### src/rtl/io_uart.sv
// io_uart: memory-mapped UART with a TX byte FIFO feeding a serial transmitter.
// Define IO_UART_RX_EN to build the receiver; otherwise RX status and data read as zero.
module io_uart #(
   parameter int unsigned CLK_DIV    = 434,
   parameter int unsigned FIFO_DEPTH = 8
) (
   input  logic        clk,
   input  logic        rst,
   input  logic        ce,
   input  logic        we,
   input  logic [31:0] addr,
   input  logic [31:0] wtData,
   output logic [31:0] rdData,
   output logic        txd,
   input  logic        rxd
);
   localparam int unsigned AW = $clog2(FIFO_DEPTH);
   localparam int unsigned CW = AW + 1;
   localparam int unsigned DW = 16;

   typedef enum logic [1:0] {TX_IDLE, TX_START, TX_DATA, TX_STOP} txState_t;

   logic wrTx, wrStat, wrDiv, rdRx;
   assign wrTx   = ce & we  & (addr[3:2] == 2'd0);
   assign wrStat = ce & we  & (addr[3:2] == 2'd1);
   assign wrDiv  = ce & we  & (addr[3:2] == 2'd3);
   assign rdRx   = ce & ~we & (addr[3:2] == 2'd2);

   logic [DW-1:0] divisor;
   always_ff @(posedge clk or negedge rst) begin
      if (!rst)       divisor <= DW'(CLK_DIV);
      else if (wrDiv) divisor <= (wtData[15:0] == 16'd0) ? DW'(1) : wtData[15:0];
   end

   // TX FIFO; a push into a full FIFO is accepted only when the head pops in the same cycle
   logic [7:0]    fifoMem [FIFO_DEPTH];
   logic [AW-1:0] wrPtr, rdPtr;
   logic [CW-1:0] count;
   logic          fifoFull, fifoEmpty, push, pop, txOvfSet, txOvf;

   assign fifoFull  = (count == CW'(FIFO_DEPTH));
   assign fifoEmpty = (count == '0);
   assign push      = wrTx & (~fifoFull | pop);
   assign txOvfSet  = wrTx & fifoFull & ~pop;

   always_ff @(posedge clk) begin
      if (push) fifoMem[wrPtr] <= wtData[7:0];
   end

   always_ff @(posedge clk or negedge rst) begin
      if (!rst) begin
         wrPtr <= '0;
         rdPtr <= '0;
         count <= '0;
         txOvf <= 1'b0;
      end else begin
         if (push) wrPtr <= wrPtr + AW'(1);
         if (pop)  rdPtr <= rdPtr + AW'(1);
         if (push & ~pop)      count <= count + CW'(1);
         else if (pop & ~push) count <= count - CW'(1);
         if (txOvfSet)                 txOvf <= 1'b1;
         else if (wrStat & wtData[4])  txOvf <= 1'b0;
      end
   end

   txState_t      txState, txStateNext;
   logic [DW-1:0] txCnt, txCntNext;
   logic [2:0]    txBit, txBitNext;
   logic [7:0]    txShift, txShiftNext;
   logic          txdNext;

   always_ff @(posedge clk or negedge rst) begin
      if (!rst) begin
         txState <= TX_IDLE;
         txCnt   <= '0;
         txBit   <= '0;
         txShift <= '0;
         txd     <= 1'b1;
      end else begin
         txState <= txStateNext;
         txCnt   <= txCntNext;
         txBit   <= txBitNext;
         txShift <= txShiftNext;
         txd     <= txdNext;
      end
   end

   // Bit timer reloads from the live divisor, so divisor writes apply at the next bit boundary
   always_comb begin
      txStateNext = txState;
      txCntNext   = txCnt;
      txBitNext   = txBit;
      txShiftNext = txShift;
      txdNext     = txd;
      pop         = 1'b0;
      case (txState)
         TX_IDLE: begin
            if (!fifoEmpty) begin
               pop         = 1'b1;
               txStateNext = TX_START;
               txCntNext   = divisor - DW'(1);
               txShiftNext = fifoMem[rdPtr];
               txdNext     = 1'b0;
            end
         end
         TX_START: begin
            if (txCnt == '0) begin
               txStateNext = TX_DATA;
               txCntNext   = divisor - DW'(1);
               txBitNext   = '0;
               txdNext     = txShift[0];
            end else begin
               txCntNext = txCnt - DW'(1);
            end
         end
         TX_DATA: begin
            if (txCnt == '0) begin
               txCntNext = divisor - DW'(1);
               if (txBit == 3'd7) begin
                  txStateNext = TX_STOP;
                  txdNext     = 1'b1;
               end else begin
                  txBitNext   = txBit + 3'd1;
                  txShiftNext = txShift >> 1;
                  txdNext     = txShift[1];
               end
            end else begin
               txCntNext = txCnt - DW'(1);
            end
         end
         TX_STOP: begin
            if (txCnt == '0) begin
               if (!fifoEmpty) begin
                  pop         = 1'b1;
                  txStateNext = TX_START;
                  txCntNext   = divisor - DW'(1);
                  txShiftNext = fifoMem[rdPtr];
                  txdNext     = 1'b0;
               end else begin
                  txStateNext = TX_IDLE;
                  txdNext     = 1'b1;
               end
            end else begin
               txCntNext = txCnt - DW'(1);
            end
         end
         default: txStateNext = TX_IDLE;
      endcase
   end

   logic       rxValid, rxOvf, frameErr;
   logic [7:0] rxByte;

`ifdef IO_UART_RX_EN
   typedef enum logic [2:0] {RX_IDLE, RX_START, RX_DATA, RX_STOP, RX_WAIT} rxState_t;

   rxState_t      rxState, rxStateNext;
   logic [DW-1:0] rxCnt, rxCntNext;
   logic [2:0]    rxBit, rxBitNext;
   logic [7:0]    rxShift, rxShiftNext;
   logic          rxS1, rxS2, rxPrev, rxDone, rxBad;

   always_ff @(posedge clk or negedge rst) begin
      if (!rst) begin
         rxS1     <= 1'b1;
         rxS2     <= 1'b1;
         rxPrev   <= 1'b1;
         rxState  <= RX_IDLE;
         rxCnt    <= '0;
         rxBit    <= '0;
         rxShift  <= '0;
         rxValid  <= 1'b0;
         rxByte   <= '0;
         rxOvf    <= 1'b0;
         frameErr <= 1'b0;
      end else begin
         rxS1    <= rxd;
         rxS2    <= rxS1;
         rxPrev  <= rxS2;
         rxState <= rxStateNext;
         rxCnt   <= rxCntNext;
         rxBit   <= rxBitNext;
         rxShift <= rxShiftNext;
         // A load coinciding with a CPU read replaces the byte without flagging overflow
         if (rxDone & (~rxValid | rdRx)) begin
            rxValid <= 1'b1;
            rxByte  <= rxShift;
         end else if (rdRx) begin
            rxValid <= 1'b0;
         end
         if (rxDone & rxValid & ~rdRx)    rxOvf <= 1'b1;
         else if (wrStat & wtData[5])     rxOvf <= 1'b0;
         if (rxBad)                       frameErr <= 1'b1;
         else if (wrStat & wtData[6])     frameErr <= 1'b0;
      end
   end

   always_comb begin
      rxStateNext = rxState;
      rxCntNext   = rxCnt;
      rxBitNext   = rxBit;
      rxShiftNext = rxShift;
      rxDone      = 1'b0;
      rxBad       = 1'b0;
      case (rxState)
         RX_IDLE: begin
            if (rxPrev & ~rxS2) begin
               rxStateNext = RX_START;
               rxCntNext   = divisor >> 1;
            end
         end
         RX_START: begin
            if (rxCnt == '0) begin
               if (!rxS2) begin
                  rxStateNext = RX_DATA;
                  rxCntNext   = divisor - DW'(1);
                  rxBitNext   = '0;
               end else begin
                  rxStateNext = RX_IDLE;
               end
            end else begin
               rxCntNext = rxCnt - DW'(1);
            end
         end
         RX_DATA: begin
            if (rxCnt == '0) begin
               rxShiftNext = {rxS2, rxShift[7:1]};
               rxCntNext   = divisor - DW'(1);
               if (rxBit == 3'd7) rxStateNext = RX_STOP;
               else               rxBitNext   = rxBit + 3'd1;
            end else begin
               rxCntNext = rxCnt - DW'(1);
            end
         end
         RX_STOP: begin
            if (rxCnt == '0) begin
               if (rxS2) begin
                  rxDone      = 1'b1;
                  rxStateNext = RX_IDLE;
               end else begin
                  rxBad       = 1'b1;
                  rxStateNext = RX_WAIT;
               end
            end else begin
               rxCntNext = rxCnt - DW'(1);
            end
         end
         RX_WAIT: begin
            if (rxS2) rxStateNext = RX_IDLE;
         end
         default: rxStateNext = RX_IDLE;
      endcase
   end

   logic unusedBits;
   assign unusedBits = ^{addr[31:4], addr[1:0], wtData[31:16]};
`else
   assign rxValid  = 1'b0;
   assign rxOvf    = 1'b0;
   assign frameErr = 1'b0;
   assign rxByte   = 8'd0;

   logic unusedBits;
   assign unusedBits = ^{addr[31:4], addr[1:0], wtData[31:16], rxd, rdRx};
`endif

   // Zero-latency read mux
   always_comb begin
      rdData = 32'd0;
      if (ce && !we) begin
         case (addr[3:2])
            2'd1: rdData = {25'd0, frameErr, rxOvf, txOvf, rxValid,
                            (txState != TX_IDLE), fifoEmpty, fifoFull};
            2'd2: rdData = {24'd0, rxByte};
            2'd3: rdData = {16'd0, divisor};
            default: rdData = 32'd0;
         endcase
      end
   end

endmodule

### config.mk
export PLATFORM = sky130hd
export DESIGN_NAME = io_uart
export DESIGN_NICKNAME = d
export VERILOG_FILES = /design/src/rtl/io_uart.sv
export SDC_FILE = /design/constraint.sdc
export NUM_CORES = 1
export LEC_CHECK = 0
export ABC_AREA = 0
export CORE_ASPECT_RATIO = 1.75
export CORE_UTILIZATION = 35
export CTS_CLUSTER_SIZE = 30
export DETAILED_ROUTE_END_ITERATION = 16
export HOLD_SLACK_MARGIN = 0.05
export PLACE_DENSITY_LB_ADDON = 0.3
export SYNTH_ARGS = -nofsm -noshare
export SYNTH_HDL_FRONTEND = slang
export SYNTH_SLANG_ARGS = --single-unit
### constraint.sdc
create_clock -name clk -period 3.6 [get_ports clk]
set_input_delay 0.72 -clock clk [delete_from_list [all_inputs] [get_ports clk]]
set_output_delay 0.72 -clock clk [all_outputs]
set_load 0.01 [all_outputs]
### Yosys cells after proc, flatten, opt, wreduce, memory -nomap -nowiden

Memory sizes are Yosys's and may differ from the RTL's.
Cells that the tools add are included.

| word-level totals | value |
|---|---|
| flip-flop bits (word level) | 57 |
| memories kept | 1 |
| logic and storage cells | 101 |
| output and inout port bits | 33 |
| RAM bits | 64 |

Memories:

| name | words | width | rd ports | clocked after memory_dff | write ports | RTL line | source |
|---|---|---|---|---|---|---|---|
| fifoMem | 8 | 8 | 1 | 0 | 1 | 36 | `logic [7:0] fifoMem [FIFO_DEPTH];` |

| operators by class | value |
|---|---|
| bitwise operators | 14 |
| $add $sub $neg | 7 |
| equality and inequality tests | 13 |
| multiplexer cells | 39 |
| reductions and logical operators | 17 |

Operator list:

| cell | count |
|---|---|
| 16-bit two-way mux | 5 |
| 16-bit one-hot mux with 3 select lines | 1 |
| 16-bit zero test | 2 |
| 8-bit two-way mux | 4 |
| 16-bit one-hot mux with 2 select lines | 1 |
| 16-bit by 1-bit subtractor with 16-bit output (second input constant) | 2 |
| 8-bit one-hot mux with 3 select lines | 1 |
| 1-bit two-way mux | 13 |
| 2-bit != test (second input constant) | 6 |
| 4-bit AND reduction | 3 |
| 1-bit AND | 10 |
| 2-bit two-way mux | 5 |
| 3-bit by 1-bit adder with 3-bit output (second input constant) | 3 |
| 3-bit two-way mux | 3 |
| 4-bit two-way mux | 2 |
| 2-bit one-hot mux with 4 select lines | 1 |
| 2-bit nonzero test | 4 |
| 2-bit == test (second input constant) | 3 |
| 3-bit one-hot mux with 2 select lines | 1 |
| 5-bit AND reduction | 1 |
| 4-bit by 1-bit adder with 4-bit output (second input constant) | 1 |
| 2-bit by 1-bit == test with 1-bit output (second input constant) | 2 |
| 4-bit == test (second input constant) | 1 |
| 2-bit zero test | 2 |
| 11 further kinds | 13 |

### Longest topological paths before layout

Gate-level depths: netlist of the first run.

| depth | value |
|---|---|
| depth in word-level cells | 10 |
| mapped depth | 15 |
| depth with buffers taken out | 15 |

### Worst setup path before layout of the first run

Ideal clock, no wire load.

| path | value |
|---|---|
| path kind | reg-to-reg |
| start point | register txCnt[0] |
| end point | register count[3] |
| period minus slack after synthesis | 3.258 ns |
| slack | 0.342 ns |
| cell stages (with the launch flop) | 16 |
| arrival | 3.127 ns |
| path through | dfrtp_1 inv_1 ha_1 or4b_2 nor4_4 a21oi_1 nor3_2 inv_1 ha_1 inv_1 ha_1 a21o_1 a21oi_1 xnor2_1 nor2_1 xor2_1 |

| on the way | value |
|---|---|
| longest elaborated chain between the ends | 8 |
| elaborated cells on any way between the ends | 11 |
| classes of those cells | 3 x mux; 6 x bitwise; 2 x reduce/logical |

RTL lines:

| element | RTL line | source |
|---|---|---|
| start, declared | 67 | `logic [DW-1:0] txCnt, txCntNext;` |
| start signal, assigned | 81 | `txCnt <= txCntNext;` |
| 16-bit zero test (*) | 132 | `if (txCnt == '0) begin` |
| 1-bit two-way mux (*) | 132 |  |
| 1-bit one-hot mux with 2 select lines (*) | 96 | `case (txState)` |
| 1-bit bitwise OR | 43 | `assign push = wrTx & (~fifoFull \| pop);` |
| 1-bit AND | 43 |  |
| 1-bit NOT | 60 | `else if (pop & ~push) count <= count - CW'(1);` |
| 1-bit AND | 60 |  |
| 2-bit nonzero test (no line) | -- |  |
| end signal, assigned | 59 | `if (push & ~pop) count <= count + CW'(1);` |
| end signal, assigned | 60 |  |
| end, declared | 38 | `logic [CW-1:0] count;` |

Every way passes the cells marked *; elsewhere a longest branch is shown, timed or not.
A chain may end at the register's enable or synchronous reset.

### Worst setup path in the final report of the first run

| path | value |
|---|---|
| start point | register txCnt[10] |
| end point | register count[3] |

The elaborated chain is that of the path after synthesis.

==> results of run 1 <==
-- per-stage QoR --
step / cell area, um2 / std cells / util / setup slack [ps]
global placement: 7180 / 819 / 0.398 / 155
finish: 7770 / 851 / 0.430 / 246
CTS: 7760 / 851 / 0.430 / 85.5
global route: 7770 / 851 / 0.430 / 59.6
detailed placement: 7180 / 819 / 0.398 / 111
floorplan: 6520 / 561 / - / 342
-- power groups by stage --
stage	registers [W]	logic (W)	clock network [W]
2_1_floorplan	0.00195	0.00196	0
3_3_place_gp	0.00210	0.00241	0
3_5_place_dp	0.00211	0.00248	0
4_1_cts	0.00209	0.00249	0.00166
5_1_grt	0.00214	0.00274	0.00172
6_report	0.00209	0.00249	0.00163
-- final timing paths --
kind,from,endpoint,cells past startpoint
max,txCnt[10]$_DFF_PN0_,count[3]$_DFFE_PN0P_,14
min,rst,wrPtr[2]$_DFFE_PN0P_,1
max reg2reg,txCnt[10]$_DFF_PN0_,count[3]$_DFFE_PN0P_,14
min reg2reg,txd$_DFFE_PN1P_,txd$_DFFE_PN1P_,2
max in group asynchronous,rst,divisor[4]$_DFFE_PN1P_,2
min in group clk,txd$_DFFE_PN1P_,txd$_DFFE_PN1P_,2
-- registers in the layout, summed over array words and instances, names as in the netlist --
signal and count:
divisor 16, txOvf 1, txBit 3, count 4
txCnt 16, rdPtr 3, fifoMem 64, txState 2
txd 1, wrPtr 3, txShift 8
-- cells in the mapped netlist (15+ instances only) --
cell type,instances
xnor2_1,15
edfxtp_1,64
ha_1,15
nor4_1,16
mux4_2,16
buf_4,17
dfrtp_1,51
clkbuf_1,22
a22o_1,16
a21oi_1,25
nor2_1,29
o21ai_0,25
nand2_1,34
-- cell families (layout without fill, tap and decap cells) --
kind of cell / count (synthesis) / count (layout) / share of synthesized area
multiplexers: 39 / 39 / 0.0939
adder cells (fa/ha/maj): 16 / 16 / 0.0321
flip-flops: 121 / 121 / 0.519
AND/OR/NAND/NOR: 161 / 161 / 0.140
buffers and inverters: 63 / 119 / 0.0507
AO/OA/AOI/OAI: 121 / 121 / 0.131
XOR/XNOR: 24 / 24 / 0.0325
other: 1 / 16 / 0.000580
-- cell type report --
type	count	area, um2
Multi-Input combinational cell	377	2850
Timing Repair Buffer	73	642
Inverter	14	52.6
Clock buffer	17	425
Clock inverter	15	153
Tap cell	234	293
Sequential cell	121	3360
Fill cell	1701	10300
-- per-layer routing --
metal	up-vias	track usage	part of all wire
met5	-	0	0
met4	0	0.0744	0.031
met3	36	0.0266	0.031
met2	130	0.339	0.58
met1	2326	0.174	0.36
li1	2176	-	-
==> impl_metrics.json, run 1 <==
{
  "status": "finished, final reports clean",
  "clkLatencyLatePin_ps": 410,
  "ant_nets": 0,
  "grt_max_degree": 40,
  "fin_crit_sh": 0.932,
  "syn_area_um2": 6460,
  "finalNetCount": 689,
  "die-area_um2": 19000,
  "hold_path.class": "in -> async",
  "avgSynthCellArea_um2": 11.8,
  "drc": 0,
  "drive_above_1_share": 0.191,
  "setup_violations": 0,
  "p_int_w": 0.00381,
  "num_vias": 4668,
  "final_common_cell": "edfxtp_1",
  "synth_edf_count": 64,
  "fp.dieW_um": 105,
  "layout_common_cells": "edfxtp_1 (64), dfrtp_1 (51), clkdlybuf4s50_1 (37)",
  "power_switching_w": 0.00239,
  "cp_top_family": "simple AND/OR/NAND/NOR gates",
  "leakagePower_nw": 2.90,
  "wire_per_inst_um": 18.2,
  "yosysUniqueCellTypes": 73,
  "worstMarginPinSlew_ps": 903,
  "grt_overflow": 0,
  "h-tree-depth": 4,
  "post_cts_resized": 0,
  "clk_pin_slew_ps": 70,
  "track_usage": 0.172,
  "ios": 102,
  "ys_seq_area_frac": 0.519,
  "antennaDiodeCount": 0,
  "path_class": "reg -> reg",
  "cpPeakStageDelay_ps": 640,
  "cts_hold_buf": 0,
  "place_hpwl_um": 11600,
  "syn_inst": 546,
  "maxSlewViolCount": 0,
  "dieHeight_um": 182,
  "cp_cell_sequence": "or4_1 > nor4_4 > buf_6 > a21oi_1 > nor3_2 > inv_1 > ha_1 > inv_1 > ha_1 > a21o_1 > a21oi_1 > xnor2_1 > nor2_1 > xor2_1",
  "grt_pass1_wl_um": 25000,
  "slowest_stage": "or4_1",
  "root_buffer": "clkbuf_16",
  "crit_path_max_fanout": 8,
  "io_buffers": 38,
  "sw_frac_of_total": 0.386,
  "reg2reg_slack_ps": 250,
  "num_rows": 65,
  "cts.path.max_buffers": 2,
  "p_seq_frac": 0.336,
  "synthTopCellsByArea": "edfxtp_1 (30%), dfrtp_1 (20%), mux4_2 (5.6%)",
  "share_comb_of_total_power": 0.401,
  "rsz0062_at_grt": "no",
  "cts.sinks": 121,
  "fmax_ghz": 0.298,
  "arrival_ps": 3650,
  "slew_headroom": 0.398,
  "peakVddDrop_mv": 0.323,
  "p_total_w": 0.00621,
  "first_global_vias": 4738,
  "synth.largest_area_cell": "edfxtp_1",
  "fin_setup_tns_ps": 0,
  "finalHoldViolCount": 0,
  "drtIter0Drc": 219,
  "gp_congestion": 0.885,
  "synthArstFlopShare": 0.471,
  "period_needed_ps": 3350,
  "skew_ps": 12.0,
  "cp-end-kind": "flip-flop",
  "viasPerCell": 5.49,
  "area_growth_pct": 20.2,
  "initial_utilization": 0.358,
  "totalWireLength_um": 15500,
  "post_cts_buffers": 0,
  "cp_num_buf_inv": 3,
  "synth.top_cell.area_share": 0.297,
  "ys_seq_elements": 121,
  "maxCapViolCount": 0,
  "whs_ps": 437,
  "antenna_found_initial": 0,
  "cp.required_ps": 3890,
  "core_area_um2": 18100,
  "firstDrtPassIters": 5,
  "cts_tree": "done",
  "synthFlopType": "edfxtp_1",
  "ys_warn_count": 0,
  "clkPwrFrac": 0.263,
  "crit_path_start_kind": "flip-flop",
  "p_per_area_nw_per_um2": 799,
  "numCtsBuffers": 17
}
Power figures use the tool's default switching activity.
==> run 2, diff against run 1 <==
Settings changed: ABC_CLOCK_PERIOD_IN_PS set to 3600, CTS_CLUSTER_DIAMETER set to 60.
==> results of run 2 <==
Final layout, timing and power as in run 1 (identical DEF).
==> run 3, diff against run 2 <==
Settings changed: CORE_MARGIN set to 2, CTS_CLUSTER_SIZE 30 to 28.
==> run 3 against run 2 <==
  * Critical path depth is the same
  * Register-to-register slack lost 40 ps
  * Clock skew shrank 1.6 ps
  * First-iteration DRC count shrank 3.2%
  * Combinational power is essentially flat
  * Die area grew 3.0%
  * Worst setup slack lost 40 ps
  * Non-clock buffer count shrank 1
  * Via count grew 0.86%
  * Sequential share of layout area shrank 0.10 points
  * Final cell count shrank 0.12%
  * Global-route usage shrank 0.29 points
  * Critical path type unchanged
  * Largest cell class unchanged
  * Highest routed layer unchanged
==> impl_metrics.json, run 3 (same netlist as run 1, synthesis figures left out) <==
{
  "top_regs": "fifoMem: 64 flops, divisor: 16 flops, txCnt: 16 flops",
  "grt_max_degree": 35,
  "worstMarginPinSlew_ps": 858,
  "cp.required_ps": 3890,
  "fin_crit_sh": 0.943,
  "cts_hold_buf": 0,
  "fp.dieW_um": 107,
  "drc": 0,
  "clkLatencyLatePin_ps": 410,
  "whs_ps": 336,
  "drive_above_1_share": 0.188,
  "num_vias": 4708,
  "ant_nets": 0,
  "crit_path_start_kind": "flip-flop",
  "antenna_found_initial": 0,
  "wire_per_inst_um": 19.1,
  "hold_path.class": "in -> async",
  "leakagePower_nw": 2.91,
  "layout_common_cells": "edfxtp_1 (64), dfrtp_1 (51), clkdlybuf4s50_1 (37)",
  "clk_pin_slew_ps": 60,
  "dp_slack_ps": 82.4,
  "stdcell_count": 850,
  "grt_overflow": 0,
  "cts.sinks": 121,
  "arrival_ps": 3690,
  "slew_headroom": 0.426,
  "p_per_area_nw_per_um2": 817,
  "peakVddDrop_mv": 0.375,
  "root_buffer": "clkbuf_16",
  "period_needed_ps": 3390,
  "maxCapViolCount": 0,
  "skew_ps": 10.4,
  "totalWireLength_um": 16200,
  "p_total_w": 0.00636,
  "fmax_ghz": 0.295,
  "setup_violations": 0,
  "gp_congestion": 0.930,
  "rsz0062_at_grt": "no",
  "cts_tree": "done",
  "setup_slack_ps": 206,
  "path_class": "reg -> reg",
  "initial_utilization": 0.358,
  "track_usage": 0.169,
  "firstDrtPassIters": 5,
  "first_global_vias": 4808,
  "dpl.cell_count": 818,
  "cp-end-kind": "flip-flop",
  "grt_pass1_wl_um": 25300,
  "place_hpwl_um": 11900,
  "viasPerCell": 5.54,
  "largest_reg_flops": 64,
  "ios": 102,
  "area_growth_pct": 20.5,
  "finalHoldViolCount": 0,
  "post_cts_resized": 0,
  "finalNetCount": 688,
  "io_buffers": 38,
  "die-area_um2": 19600,
  "regMostFlops": "fifoMem",
  "h-tree-depth": 4,
  "num_rows": 65,
  "drtIter0Drc": 212,
  "dieHeight_um": 184,
  "crit_path_max_fanout": 7,
  "antennaDiodeCount": 0,
  "cts.path.max_buffers": 2,
  "status": "finished, final reports clean",
  "final_common_cell": "edfxtp_1",
  "fin_setup_tns_ps": 0,
  "maxSlewViolCount": 0,
  "core_area_um2": 18100,
  "numCtsBuffers": 17,
  "post_cts_buffers": 0
}
[run 3: cell types whose count changed in the layout (fill, tap and decap cells not counted), sizes merged]
cell      previous run  this run
inv                 22        18
bufinv               0         3
buf                 36        35
clkinvlp             1         2
[run 3: worst paths after layout]
check / from / slack, ps / depth (start not counted) / endpoint
setup / recovery: txCnt[10]$_DFF_PN0_ / 210 / 14 / count[3]$_DFFE_PN0P_
hold / removal: rst / 340 / 1 / wrPtr[0]$_DFFE_PN0P_
setup reg to reg: txCnt[10]$_DFF_PN0_ / 210 / 14 / count[3]$_DFFE_PN0P_
hold reg to reg: txd$_DFFE_PN1P_ / 500 / 2 / txd$_DFFE_PN1P_
max in group asynchronous: rst / 2300 / 2 / divisor[1]$_DFFE_PN1P_
min in group clk: txd$_DFFE_PN1P_ / 500 / 2 / txd$_DFFE_PN1P_
[run 3: report_power, final]
part	switching (W)	internal [W]	total, W
sequential	0.000396	0.00173	0.00213
clock	0.000662	0.00110	0.00176
combinational	0.00131	0.00116	0.00247
total	0.00237	0.00399	0.00636
[run 3: stage by stage]
stage               instance area (um2)  utilization
finish                             7790        0.431
global route                       7790        0.431
CTS                                7780        0.431
detailed placement                 7170        0.397
global placement                   7170        0.397
floorplan                          6520            -
[run 3: per-layer routing]
metal	up-vias	wire length, um	GRT usage
met3	43	608	0.0337
met2	140	9350	0.328
met1	2348	5780	0.170
li1	2177	-	-
met4	0	467	0.0727
met5	-	0	0
[run 3: worst max-delay path, stage by stage (launching register included)]
cell,delay (ps)
dfrtp_1,450
or4_1,620
nor4_4,340
buf_4,210
a21oi_1,100
nor3_2,200
inv_1,70
ha_1,200
inv_1,120
ha_1,240
a21o_1,180
a21oi_1,190
xnor2_1,140
nor2_1,70
xor2_1,140
[run 3: final cells by class]
| class | count | area [um2] |
|---|---|---|
| Fill cell | 1721 | 10300 |
| Sequential cell | 121 | 3360 |
| Multi-Input combinational cell | 377 | 2840 |
| Timing Repair Buffer | 72 | 631 |
| Clock buffer | 17 | 425 |
| Tap cell | 234 | 293 |
| Clock inverter | 15 | 189 |
| Inverter | 14 | 52.6 |
